[config.mk]
export PLATFORM = sky130hd
export DESIGN_NAME = mem_shadow_ctrl_flat
export DESIGN_NICKNAME = d
export VERILOG_FILES = /design/src/rtl/mem_shadow_ctrl_if.sv /design/src/rtl/mem_shadow_ctrl.sv /design/src/flat_wrapper.sv
export SDC_FILE = /design/constraint.sdc
export NUM_CORES = 1
export LEC_CHECK = 0
export ABC_AREA = 1
export BUFFER_PORTS_ARGS = -buffer_cell sky130_fd_sc_hd__buf_2
export CAP_MARGIN = 20
export CORE_AREA = 2 2 112 71
export CTS_CLUSTER_DIAMETER = 50
export DETAILED_ROUTE_END_ITERATION = 16
export DIE_AREA = 0 0 114 73
export GPL_TIMING_DRIVEN = 0
export PLACE_DENSITY = 0.72
export SLEW_MARGIN = 5
export SYNTH_ARGS = -nofsm -noshare
export SYNTH_HDL_FRONTEND = slang
export SYNTH_SLANG_ARGS = --single-unit
[constraint.sdc]
create_clock -name clk_i -period 1.8 [get_ports clk_i]
set_clock_uncertainty 0.15 [all_clocks]
set_input_delay 0.18 -clock clk_i [delete_from_list [all_inputs] [get_ports clk_i]]
set_output_delay 0.18 -clock clk_i [all_outputs]
set_load 0.05 [all_outputs]
[src/rtl/mem_shadow_ctrl_if.sv]
// ---------------------------------------------------------------------------
// mem_shadow_ctrl_if
// Host request/response channel of the shadow-memory controller.
//
// Signals:
//   host_req_valid_i  host request valid
//   host_req_ready_o  request accepted when valid & ready
//   host_req_op_i     op: 00 READ, 01 WRITE, 10 DUMP, 11 FILL
//   host_req_addr_i   start address
//   host_req_wdata_i  write/fill data
//   host_rsp_valid_o  response valid
//   host_rsp_ready_i  host accepts response
//   host_rsp_data_o   read data (echo of wdata for WRITE/FILL)
//   host_rsp_addr_o   address of the response word
//   host_rsp_last_o   final response of the op
//
// Modports:
//   slave  - the controller side
//   master - the host side
// ---------------------------------------------------------------------------
interface mem_shadow_ctrl_if #(
    parameter int ADDR_W = 4,
    parameter int DATA_W = 8
);
    logic              host_req_valid_i;
    logic              host_req_ready_o;
    logic [1:0]        host_req_op_i;
    logic [ADDR_W-1:0] host_req_addr_i;
    logic [DATA_W-1:0] host_req_wdata_i;
    logic              host_rsp_valid_o;
    logic              host_rsp_ready_i;
    logic [DATA_W-1:0] host_rsp_data_o;
    logic [ADDR_W-1:0] host_rsp_addr_o;
    logic              host_rsp_last_o;

    modport slave (
        input  host_req_valid_i,
        input  host_req_op_i,
        input  host_req_addr_i,
        input  host_req_wdata_i,
        input  host_rsp_ready_i,
        output host_req_ready_o,
        output host_rsp_valid_o,
        output host_rsp_data_o,
        output host_rsp_addr_o,
        output host_rsp_last_o
    );

    modport master (
        output host_req_valid_i,
        output host_req_op_i,
        output host_req_addr_i,
        output host_req_wdata_i,
        output host_rsp_ready_i,
        input  host_req_ready_o,
        input  host_rsp_valid_o,
        input  host_rsp_data_o,
        input  host_rsp_addr_o,
        input  host_rsp_last_o
    );
endinterface

[src/rtl/mem_shadow_ctrl.sv]
// ---------------------------------------------------------------------------
// mem_shadow_ctrl
// Sequences host shadow accesses (READ, WRITE, DUMP, FILL) to a DUT memory
// while emulation is frozen. The memory has a single synchronous port that
// is shared: the DUT owns it whenever the controller is idle, the controller
// owns it while an op is in flight.
//
// Ports:
//   clk_i        emulation clock
//   rst_ni       asynchronous active-low reset
//   freeze_i     DUT clock gated; host ops only allowed while high
//   dut_*_i      DUT-side memory request (we, addr, wdata)
//   host         host request/response channel (slave modport)
//   mem_*_o      memory port (we, addr, wdata)
//   mem_rdata_i  memory read data, one cycle after the address
//   busy_o       controller is not idle
//   abort_o      sticky: an op was aborted by freeze_i falling
//   ops_done_o   completed-op counter (wraps)
// ---------------------------------------------------------------------------
module mem_shadow_ctrl #(
    parameter int ADDR_W = 4,
    parameter int DATA_W = 8,
    parameter int DEPTH  = 16
) (
    input  logic              clk_i,
    input  logic              rst_ni,
    input  logic              freeze_i,
    input  logic              dut_we_i,
    input  logic [ADDR_W-1:0] dut_addr_i,
    input  logic [DATA_W-1:0] dut_wdata_i,
    mem_shadow_ctrl_if.slave  host,
    output logic              mem_we_o,
    output logic [ADDR_W-1:0] mem_addr_o,
    output logic [DATA_W-1:0] mem_wdata_o,
    input  logic [DATA_W-1:0] mem_rdata_i,
    output logic              busy_o,
    output logic              abort_o,
    output logic [15:0]       ops_done_o
);

    typedef enum logic [2:0] {
        ST_IDLE,
        ST_RD_ISSUE,
        ST_RD_WAIT,
        ST_RSP,
        ST_WR,
        ST_FILL
    } state_e;

    typedef enum logic [1:0] {
        OP_READ  = 2'b00,
        OP_WRITE = 2'b01,
        OP_DUMP  = 2'b10,
        OP_FILL  = 2'b11
    } op_e;

    // Extended by one bit so the range check also works when DEPTH == 2**ADDR_W.
    localparam logic [ADDR_W:0]   DEPTH_EXT = (ADDR_W+1)'(DEPTH);
    localparam logic [ADDR_W-1:0] LAST_ADDR = ADDR_W'(DEPTH - 1);

    state_e            r_state;
    op_e               r_op;
    logic [ADDR_W-1:0] r_addr;
    logic [DATA_W-1:0] r_wdata;
    logic              r_rspValid;
    logic [DATA_W-1:0] r_rspData;
    logic [ADDR_W-1:0] r_rspAddr;
    logic              r_rspLast;
    logic              r_abort;
    logic [15:0]       r_opsDone;

    logic w_idle;
    logic w_reqReady;
    logic w_reqFire;
    logic w_reqInRange;
    logic w_atLast;
    logic w_ctrlWe;

    // Ready is masked by rst_ni so a request cannot be accepted while the
    // controller is held in reset, even though the state already reads IDLE.
    assign w_idle       = (r_state == ST_IDLE);
    assign w_reqReady   = w_idle & freeze_i & rst_ni;
    assign w_reqFire    = host.host_req_valid_i & w_reqReady;
    assign w_reqInRange = ({1'b0, host.host_req_addr_i} < DEPTH_EXT);
    assign w_atLast     = (r_addr == LAST_ADDR);
    assign w_ctrlWe     = (r_state == ST_WR) || (r_state == ST_FILL);

    // Port mux: the DUT drives the memory whenever the controller is idle,
    // which includes reset and the cycle right after an abort. Otherwise the
    // controller presents its working address; writes happen only in WR/FILL.
    assign mem_we_o    = w_idle ? dut_we_i    : w_ctrlWe;
    assign mem_addr_o  = w_idle ? dut_addr_i  : r_addr;
    assign mem_wdata_o = w_idle ? dut_wdata_i : r_wdata;

    assign host.host_req_ready_o = w_reqReady;
    assign host.host_rsp_valid_o = r_rspValid;
    assign host.host_rsp_data_o  = r_rspData;
    assign host.host_rsp_addr_o  = r_rspAddr;
    assign host.host_rsp_last_o  = r_rspLast;

    assign busy_o     = ~w_idle;
    assign abort_o    = r_abort;
    assign ops_done_o = r_opsDone;

    // Main sequencer. A falling freeze_i in any active state takes priority
    // over everything else, including a response handshake in the same
    // cycle: the op is dropped, abort is latched and the op is not counted.
    // READ and DUMP share the RD_ISSUE/RD_WAIT/RSP path; DUMP loops back to
    // RD_ISSUE after each non-final handshake. FILL walks the addresses one
    // per cycle and produces a single response at the end. Out-of-range
    // requests skip the memory and go straight to a single zero response.
    always_ff @(posedge clk_i or negedge rst_ni) begin
        if (!rst_ni) begin
            r_state    <= ST_IDLE;
            r_op       <= OP_READ;
            r_addr     <= '0;
            r_wdata    <= '0;
            r_rspValid <= 1'b0;
            r_rspData  <= '0;
            r_rspAddr  <= '0;
            r_rspLast  <= 1'b0;
            r_abort    <= 1'b0;
            r_opsDone  <= '0;
        end else if (!w_idle && !freeze_i) begin
            r_state    <= ST_IDLE;
            r_rspValid <= 1'b0;
            r_abort    <= 1'b1;
        end else begin
            case (r_state)
                ST_IDLE: begin
                    if (w_reqFire) begin
                        r_op    <= op_e'(host.host_req_op_i);
                        r_addr  <= host.host_req_addr_i;
                        r_wdata <= host.host_req_wdata_i;
                        if (!w_reqInRange) begin
                            r_rspValid <= 1'b1;
                            r_rspData  <= '0;
                            r_rspAddr  <= host.host_req_addr_i;
                            r_rspLast  <= 1'b1;
                            r_state    <= ST_RSP;
                        end else begin
                            case (op_e'(host.host_req_op_i))
                                OP_READ:  r_state <= ST_RD_ISSUE;
                                OP_DUMP:  r_state <= ST_RD_ISSUE;
                                OP_WRITE: r_state <= ST_WR;
                                OP_FILL:  r_state <= ST_FILL;
                                default:  r_state <= ST_IDLE;
                            endcase
                        end
                    end
                end
                ST_RD_ISSUE: begin
                    r_state <= ST_RD_WAIT;
                end
                ST_RD_WAIT: begin
                    r_rspValid <= 1'b1;
                    r_rspData  <= mem_rdata_i;
                    r_rspAddr  <= r_addr;
                    r_rspLast  <= (r_op != OP_DUMP) || w_atLast;
                    r_state    <= ST_RSP;
                end
                ST_WR: begin
                    r_rspValid <= 1'b1;
                    r_rspData  <= r_wdata;
                    r_rspAddr  <= r_addr;
                    r_rspLast  <= 1'b1;
                    r_state    <= ST_RSP;
                end
                ST_FILL: begin
                    if (w_atLast) begin
                        r_rspValid <= 1'b1;
                        r_rspData  <= r_wdata;
                        r_rspAddr  <= LAST_ADDR;
                        r_rspLast  <= 1'b1;
                        r_state    <= ST_RSP;
                    end else begin
                        r_addr <= r_addr + ADDR_W'(1);
                    end
                end
                ST_RSP: begin
                    if (host.host_rsp_ready_i) begin
                        r_rspValid <= 1'b0;
                        if (r_rspLast) begin
                            r_state   <= ST_IDLE;
                            r_opsDone <= r_opsDone + 16'd1;
                        end else begin
                            r_addr  <= r_addr + ADDR_W'(1);
                            r_state <= ST_RD_ISSUE;
                        end
                    end
                end
                default: begin
                    r_state <= ST_IDLE;
                end
            endcase
        end
    end

endmodule

[src/flat_wrapper.sv]
// flat-port wrapper written by rule: the top's interface ports become plain ports
module mem_shadow_ctrl_flat 
#(
    parameter int ADDR_W = 4,
    parameter int DATA_W = 8,
    parameter int DEPTH  = 16
)
  (clk_i, rst_ni, freeze_i, dut_we_i, dut_addr_i, dut_wdata_i, mem_we_o, mem_addr_o, mem_wdata_o, mem_rdata_i, busy_o, abort_o, ops_done_o, host_host_req_valid_i, host_host_req_op_i, host_host_req_addr_i, host_host_req_wdata_i, host_host_rsp_ready_i, host_host_req_ready_o, host_host_rsp_valid_o, host_host_rsp_data_o, host_host_rsp_addr_o, host_host_rsp_last_o);
  mem_shadow_ctrl_if #(.ADDR_W(ADDR_W), .DATA_W(DATA_W)) host_i ();
  input  logic clk_i;
  input  logic rst_ni;
  input  logic freeze_i;
  input  logic dut_we_i;
  input  logic [ADDR_W-1:0] dut_addr_i;
  input  logic [DATA_W-1:0] dut_wdata_i;
  output logic mem_we_o;
  output logic [ADDR_W-1:0] mem_addr_o;
  output logic [DATA_W-1:0] mem_wdata_o;
  input  logic [DATA_W-1:0] mem_rdata_i;
  output logic busy_o;
  output logic abort_o;
  output logic [15:0] ops_done_o;
  input wire logic [$bits(host_i.host_req_valid_i)-1:0] host_host_req_valid_i;
  input wire logic [$bits(host_i.host_req_op_i)-1:0] host_host_req_op_i;
  input wire logic [$bits(host_i.host_req_addr_i)-1:0] host_host_req_addr_i;
  input wire logic [$bits(host_i.host_req_wdata_i)-1:0] host_host_req_wdata_i;
  input wire logic [$bits(host_i.host_rsp_ready_i)-1:0] host_host_rsp_ready_i;
  output wire logic [$bits(host_i.host_req_ready_o)-1:0] host_host_req_ready_o;
  output wire logic [$bits(host_i.host_rsp_valid_o)-1:0] host_host_rsp_valid_o;
  output wire logic [$bits(host_i.host_rsp_data_o)-1:0] host_host_rsp_data_o;
  output wire logic [$bits(host_i.host_rsp_addr_o)-1:0] host_host_rsp_addr_o;
  output wire logic [$bits(host_i.host_rsp_last_o)-1:0] host_host_rsp_last_o;
  assign host_i.host_req_valid_i = host_host_req_valid_i;
  assign host_i.host_req_op_i = host_host_req_op_i;
  assign host_i.host_req_addr_i = host_host_req_addr_i;
  assign host_i.host_req_wdata_i = host_host_req_wdata_i;
  assign host_i.host_rsp_ready_i = host_host_rsp_ready_i;
  assign host_host_req_ready_o = host_i.host_req_ready_o;
  assign host_host_rsp_valid_o = host_i.host_rsp_valid_o;
  assign host_host_rsp_data_o = host_i.host_rsp_data_o;
  assign host_host_rsp_addr_o = host_i.host_rsp_addr_o;
  assign host_host_rsp_last_o = host_i.host_rsp_last_o;
  mem_shadow_ctrl #(.ADDR_W(ADDR_W), .DATA_W(DATA_W), .DEPTH(DEPTH)) u_core (.clk_i(clk_i), .rst_ni(rst_ni), .freeze_i(freeze_i), .dut_we_i(dut_we_i), .dut_addr_i(dut_addr_i), .dut_wdata_i(dut_wdata_i), .host(host_i), .mem_we_o(mem_we_o), .mem_addr_o(mem_addr_o), .mem_wdata_o(mem_wdata_o), .mem_rdata_i(mem_rdata_i), .busy_o(busy_o), .abort_o(abort_o), .ops_done_o(ops_done_o));
endmodule
# Yosys cells after proc, flatten, opt, wreduce, memory -nomap -nowiden
# Cells that the tools add are included.
# Widths: inputs -> output; s select.
[word_totals]
reg_bits = 48
word_cells = 79
output_inout_bits = 46
in_bits = 40
[op_classes]
bitwise = 5
reduce_logical = 20
add_sub_neg = 2
eq_ne = 18
mux = 24
[ops]
columns = ["op", "count"]
rows = [
  ["$mux 4", 6],
  ["$pmux 8 s3", 1],
  ["$add 16x1->16 const B", 1],
  ["$mux 8", 2],
  ["$pmux 3 s5", 1],
  ["$reduce_and 3->1", 5],
  ["$mux 3", 4],
  ["$pmux 4 s3", 1],
  ["$ne 2x2->1 const B", 5],
  ["$pmux 3 s3", 1],
  ["$pmux 4 s2", 1],
  ["$eq 3x2->1 const B", 2],
  ["$eq 3x3->1 const B", 2],
  ["$ne 3x2->1 const B", 2],
  ["$pmux 1 s3", 2],
  ["$reduce_and 6->1", 1],
  ["$reduce_bool 3->1", 2],
  ["$mux 1", 5],
  ["$add 4x1->4 const B", 1],
  ["$eq 2x2->1 const B", 2],
  ["$eq 4x4->1 const B", 1],
  ["$reduce_and 4->1", 1],
  ["$reduce_bool 4->1", 1],
  ["$reduce_or 2->1", 2],
  ["other kinds (12)", 17],
]

# Logic depth before layout (Yosys ltp)
# Gate-level depths: netlist of the first run.
[depth]
ltp_word = 7
mapped_depth = 10

# Least setup slack after synthesis of the first run
# OpenSTA, ideal clock, no wires.
[synth_path]
path_type = "register to output"
from = "reg u_core.r_state[0]"
to = "out mem_addr_o[1]"
slack_ns = -0.456
arrival_ns = 1.926
path_stages_with_launch = 7
cell_sequence = "dfrtp_1 > buf_4 > inv_1 > nand2_2 > nor2_4 > clkbuf_1 > o21ai_0"
[synth_via]
elab_chain_cells = 2
[synth_rtl]
columns = ["item", "line_no", "rtl"]
rows = [
  ["start, declared", "mem_shadow_ctrl.sv:61", "state_e r_state;"],
  ["start signal, assigned", "mem_shadow_ctrl.sv:114", "r_state <= ST_IDLE;"],
  ["start signal, assigned", "mem_shadow_ctrl.sv:125", "r_state <= ST_IDLE;"],
  ["start signal, assigned", "mem_shadow_ctrl.sv:140", "r_state <= ST_RSP;"],
  ["$logic_not 3->1", "mem_shadow_ctrl.sv:81", "assign w_idle = (r_state == ST_IDLE);"],
  ["$mux 4", "mem_shadow_ctrl.sv:92", "assign mem_addr_o = w_idle ? dut_addr_i : r_addr;"],
  ["end, declared", "flat_wrapper.sv:17", "output logic [ADDR_W-1:0] mem_addr_o;"],
]
# No other way between the ends.

# Worst setup path after layout of the first run
[layout_path]
from = "reg u_core.r_state[1]"
to = "out mem_addr_o[1]"
# Same word-level chain as after synthesis.

==> impl_metrics.env, run 1 <==
export IMPL_status="complete, but fails checks"
export IMPL_violations="negative hold slack, negative setup slack"
export IMPL_synth_warnings=0
export IMPL_gp_congestion=0.918
export IMPL_period_share_pct=107
export IMPL_grt_pass1_vias=2635
export IMPL_htree_levels=2
export IMPL_internal_power_uw=3700
export IMPL_cp_end_kind="output pin"
export IMPL_pin_count=86
export IMPL_seqPwrFrac_pct=25.0
export IMPL_fmax_ghz=0.519
export IMPL_max_stage_delay_ps=450
export IMPL_grt_start_max_net_pins=50
export IMPL_worstPathCellList="inv_4, nand2_4, nor2_4, buf_4, nand2_1, o21ai_2, buf_6"
export IMPL_avgSynthCellArea_um2=7.30
export IMPL_synthCells=387
export IMPL_grt_ovfl_total=0
export IMPL_crit_required_ps=1470
export IMPL_num_rows=25
export IMPL_netlist_area_um2=2830
export IMPL_synth_seq_area_share_pct=42.5
export IMPL_hold_class="input pin to async pin"
export IMPL_worstSkewPairLatency_ps=280
export IMPL_first_iter_violations=263
export IMPL_cts_buffers=5
export IMPL_cp_arrival_ps=1600
export IMPL_path_delay_family="flip-flops"
export IMPL_antenna_found_initial=0
export IMPL_fin_ws_ps=-127
export IMPL_drive_gt1_share_pct=37.9
export IMPL_grt_pass1_wl_um=13100
export IMPL_slowest_stage="dfrtp_2"
export IMPL_finalHoldViolCount=48
export IMPL_r2r_start="u_core.r_state[1]"
export IMPL_vias_per_cell=4.97
export IMPL_portBuffers=85
export IMPL_synthesis_nets=429
export IMPL_finalWirelength_um=8710
export IMPL_die_width_um=114
export IMPL_clk_pin_slew_ps=60
export IMPL_power_switching_uw=3870
export IMPL_maxSlewHeadroom_pct=69.1
export IMPL_path_buf_inv=3
export IMPL_crit_type="flip-flop to output pin"
export IMPL_ys_ff_latch=48
export IMPL_cts_tree="built"
export IMPL_initial_utilization_pct=37.9
export IMPL_p_per_area_nw_per_um2=1810
export IMPL_place_ws_ps=-570
export IMPL_cts_max_path_buffers=2
export IMPL_setup_viol=12
export IMPL_grt_util_all_layers_pct=19.9
export IMPL_pwr_share_comb_pct=62.6
export IMPL_antenna_cells=0
export IMPL_core_area_um2=7440
export IMPL_area_growth_pct=47.8
export IMPL_rsz0062_at_grt="yes"
export IMPL_synth_cell_types=30
export IMPL_route_detailed_drc=0
export IMPL_holdWs_ps=-312
export IMPL_clock_root_buffer="clkbuf_16"
export IMPL_drt_first_pass_iters=5
export IMPL_fin_nets=547
export IMPL_maxCapViolations=0
export IMPL_slew_violations=0
export IMPL_wl_per_cell_um=14.5
export IMPL_dp_hpwl_um=5860
export IMPL_num_vias=2979
export IMPL_crit_start="u_core.r_state[1]"
export IMPL_die_area_um2=8320
export IMPL_period_needed_ps=1930
export IMPL_critPathLaunchType="flip-flop"
export IMPL_totalPowerFinal_uw=7570
export IMPL_power_leakage_uw=0.00223
export IMPL_sw_frac_of_total_pct=51.1
export IMPL_crit_fanout=5
export IMPL_worst_pin_slew_ps=463
export IMPL_ir_worst_vdd_mv=0.888
export IMPL_clock_sinks=48
export IMPL_die_h_um=73
export IMPL_clock_power_share_pct=12.4
export IMPL_cts_hold_buf=9
export IMPL_ant_nets=0
## synthesized netlist by cell type (all sizes together)
cell / instances / share of area (%)
nand2: 172 / 23
dfrtp: 48 / 43
inv: 35 / 4.7
o21ai: 32 / 7.5
nand3: 30 / 6.4
nor2: 29 / 4.4
buf: 9 / 2.7
mux2i: 8 / 2.8
nand4: 6 / 1.3
xnor2: 4 / 1.2
a21oi: 3 / 0.53
clkinv: 2 / 0.27
ha: 2 / 0.89
xor2: 2 / 0.62
clkbuf: 1 / 0.13
nand3b: 1 / 0.27
nor3: 1 / 0.18
o211ai: 1 / 0.27
or2: 1 / 0.22
## final cells by class
class | instances | area (µm²)
Clock buffer | 8 | 146
Fill cell | 678 | 3270
Tap cell | 94 | 118
Timing Repair Buffer | 111 | 821
Inverter | 37 | 146
Buffer | 9 | 104
Sequential cell | 48 | 1210
Multi-Input combinational cell | 293 | 1630
## final timing paths
path	to	slack [ps]	cells past startpoint
worst max register to register	u_core.host.host_rsp_last_o	0	11
worst min register to register	u_core.abort_o	320	1
worst max-delay path	mem_addr_o[1]	-130	7
worst min-delay path	u_core.r_wdata[5]	-310	1
min in group clk_i	u_core.r_op[1]	30	3
max in group asynchronous	u_core.r_state[1]	1460	1
## per-layer routing
metal / wire length [µm] / share of wire (%) / global-route usage (%) / up-vias
met4: 63 / 0.72 / 3.25 / 0
met1: 4130 / 47 / 29.0 / 1424
met2: 4130 / 47 / 32.3 / 87
li1: - / - / - / 1464
met3: 389 / 4.5 / 2.66 / 4
met5: 0 / 0 / 0 / -
## registers in the layout, indices dropped and copies added (netlist names)
| name | count |
|---|---|
| u_core.host.host_rsp_last_o | 1 |
| u_core.host.host_rsp_valid_o | 1 |
| u_core.abort_o | 1 |
| u_core.r_state | 3 |
| u_core.ops_done_o | 16 |
| u_core.host.host_rsp_data_o | 8 |
| u_core.r_addr | 4 |
| u_core.r_op | 2 |
| u_core.host.host_rsp_addr_o | 4 |
| u_core.r_wdata | 8 |
## placed cells by master, fill, tap and decap left out, types with 2 or more instances in the layout
master	synthesis	layout
xor2_1	2	2
nand2_2	2	19
mux2i_1	8	8
inv_1	32	31
buf_4	2	13
nand3_2	1	3
nor2_2	3	3
nand3_4	2	4
o21ai_1	6	6
buf_6	4	13
clkbuf_4	0	2
inv_2	2	2
dfrtp_2	0	5
o21ai_2	14	18
buf_12	0	2
clkinv_1	2	2
a21oi_1	3	3
o21ai_0	12	8
nor2_4	1	3
buf_2	3	70
nand2_1	170	139
clkbuf_1	1	2
nand4_1	6	6
buf_8	0	9
nand2_4	0	14
xnor2_1	4	4
dfrtp_1	48	43
nand3_1	27	24
nor2_1	25	23
clkbuf_16	0	7
dlygate4sd3_1	0	9
## power groups by stage
stage          sequential (µW)  combinational (µW)  clock [µW]
2_1_floorplan             2440                2070           0
3_3_place_gp              1800                3520           0
3_5_place_dp              1820                3580           0
4_1_cts                   1800                4240         960
5_1_grt                   1950                5040        1010
6_report                  1890                4740         939
## kinds of logic after synthesis
| group | after synthesis | synth area share (%) |
|---|---|---|
| AOI/OAI and AO/OA | 36 | 8.33 |
| xor gates and xnor gates | 6 | 1.86 |
| adders and majority gates | 2 | 0.886 |
| buffers and inverters | 47 | 7.79 |
| DFF | 48 | 42.5 |
| muxes | 8 | 2.83 |
| and+or+nand+nor | 240 | 35.8 |
## timing repair
item	4_1_cts	5_1_grt
buffers inserted	7	7
pin swaps	6	6
gates resized for setup	54	64
endpoints found under the setup margin	32	49
hold endpoints to repair	57	48
cloned	1	3
## metrics by stage
stage               instances  setup TNS (ps)  hold WS, ps  area (µm²)  util, %
global placement          566          -10020          227        3380     45.4
CTS                       591           -1610         -194        3850     51.8
global route              600           -2190         -274        4180     56.1
floorplan                 387            -727         -266        2840        -
detailed placement        566          -10910          232        3380     45.4
finish                    600           -1070         -312        4180     56.1
Note: power is estimated with default switching activity, not from simulation.
==> inputs of run 2 (changes only) <==
SKIP_CTS_REPAIR_TIMING = 1   (was not set)
==> run 2 against run 1 <==
Register-to-register slack got worse by 20 ps. The flow still finishes with violations (negative hold slack, negative setup slack). Combinational power fell by 3%. Hold slack improved by 280 ps. Final cell count is the same. Largest cell class unchanged. Non-clock buffer count is 1 higher. Flip-flop and latch count unchanged. Global-route usage decreased by 1.2 points. Clock power rose by 0.6%. Final area is 1.5% lower.
==> impl_metrics.env, run 2 (synthesis results as in run 1) <==
export IMPL_initial_utilization_pct=37.9
export IMPL_ant_nets=0
export IMPL_die_width_um=114
export IMPL_largest_reg_flops=16
export IMPL_drt_first_pass_iters=5
export IMPL_area_growth_pct=45.6
export IMPL_rsz0062_at_grt="yes"
export IMPL_slew_violations=0
export IMPL_crit_required_ps=1470
export IMPL_dp_hpwl_um=5860
export IMPL_status="complete, but fails checks"
export IMPL_fin_ws_ps=-214
export IMPL_layout_commonest_cell="nand2_1"
export IMPL_cts_buffers=5
export IMPL_crit_start="u_core.r_state[0]"
export IMPL_finalWirelength_um=8970
export IMPL_cts_max_path_buffers=2
export IMPL_clk_pin_slew_ps=70
export IMPL_cp_end_kind="output pin"
export IMPL_first_iter_violations=237
export IMPL_crit_fanout=7
export IMPL_route_detailed_drc=0
export IMPL_htree_levels=2
export IMPL_die_area_um2=8320
export IMPL_num_rows=25
export IMPL_layout_cells_most_common_list="nand2_1, buf_2, dfrtp_1"
export IMPL_clock_root_buffer="clkbuf_16"
export IMPL_dpl_cell_area_um2=3380
export IMPL_period_needed_ps=2010
export IMPL_crit_end="mem_wdata_o[2]"
export IMPL_crit_reg2reg_capture="u_core.r_addr[1]"
export IMPL_antenna_cells=0
export IMPL_wl_per_cell_um=15.0
export IMPL_finalHoldViolCount=1
export IMPL_crit_type="flip-flop to output pin"
export IMPL_worstSkewPairLatency_ps=280
export IMPL_fin_nets=547
export IMPL_power_leakage_uw=0.00221
export IMPL_r2r_start="u_core.r_state[1]"
export IMPL_rr_worst_depth=10
export IMPL_final_area_um2=4110
export IMPL_hold_class="input pin to flip-flop"
export IMPL_portBuffers=85
export IMPL_holdWs_ps=-29.1
export IMPL_period_share_pct=112
export IMPL_maxSlewHeadroom_pct=73.5
export IMPL_drive_gt1_share_pct=35.6
export IMPL_grt_util_all_layers_pct=18.7
export IMPL_pin_count=86
export IMPL_clock_sinks=48
export IMPL_num_vias=3001
export IMPL_reg2reg_slack_ps=-20
export IMPL_setup_viol=20
export IMPL_cp_arrival_ps=1680
export IMPL_grt_pass1_wl_um=12300
export IMPL_worst_pin_slew_ps=395
export IMPL_die_h_um=73
export IMPL_violations="negative hold slack, negative setup slack"
export IMPL_cts_tree="built"
export IMPL_core_area_um2=7440
export IMPL_setup_tns_ps=-2280
export IMPL_fmax_ghz=0.496
export IMPL_gp_congestion=0.918
export IMPL_antenna_found_initial=0
export IMPL_grt_ovfl_total=0
export IMPL_grt_pass1_vias=2460
export IMPL_p_per_area_nw_per_um2=1800
export IMPL_vias_per_cell=5.00
export IMPL_ir_worst_vdd_mv=0.945
export IMPL_grt_start_max_net_pins=50
export IMPL_maxCapViolations=0
export IMPL_critPathLaunchType="flip-flop"
## run 2: critical path, stage by stage (launching register included)
cell and delay, ps:
dfrtp_1 390, buf_6 150, inv_4 60, nand2_4 50, nor2_4 250, clkbuf_16 220, nand2_4 50, nand2_2 80
buf_8 140
## run 2: worst min path at each step
stage | end | cells after the start | slack [ps] | start
after global placement | u_core.r_wdata[3] | 3 | 230 | host_host_req_wdata_i[3]
after detailed placement | u_core.r_wdata[2] | 3 | 230 | host_host_req_wdata_i[2]
after global routing | u_core.r_wdata[1] | 3 | -7 | host_host_req_wdata_i[1]
after CTS | u_core.r_wdata[2] | 3 | -60 | host_host_req_wdata_i[2]
after floorplan | u_core.abort_o | 0 | -270 | rst_ni
final | u_core.r_wdata[1] | 3 | -30 | host_host_req_wdata_i[1]
## run 2: layout make-up
type                    instances  area (µm²)
plain buffers                  10         104
clock buffers                   8         146
fillers                       672        3330
inverters                      37         146
multi-input cells             292        1560
flip-flops and latches         48        1210
well taps                      94         118
repair buffers                111         838
## run 2: stage by stage
stage	total power, µW	hold slack (ps)	std cells	utilization, %	worst slack [ps]
floorplan	4510	-266	387	-	-255
global placement	5320	227	566	45.4	-532
detailed placement	5400	232	566	45.4	-570
CTS	6350	-55.1	574	47.4	-645
global route	7810	-6.79	600	55.3	-251
finish	7420	-29.1	600	55.3	-214
## run 2: per-layer routing
layer	up-vias	share of wire [%]	global-route usage, %
li1	1464	-	-
met4	0	1.4	2.85
met3	13	4.8	2.41
met5	-	0	0
met2	106	46	28.8
met1	1418	48	28.6
## run 2: power breakdown
group	total [µW]	switching, µW	leakage [µW]	internal, µW
Clock	945	390	0.0000712	555
Combinational	4620	3040	0.00153	1580
Sequential	1850	382	0.000605	1470
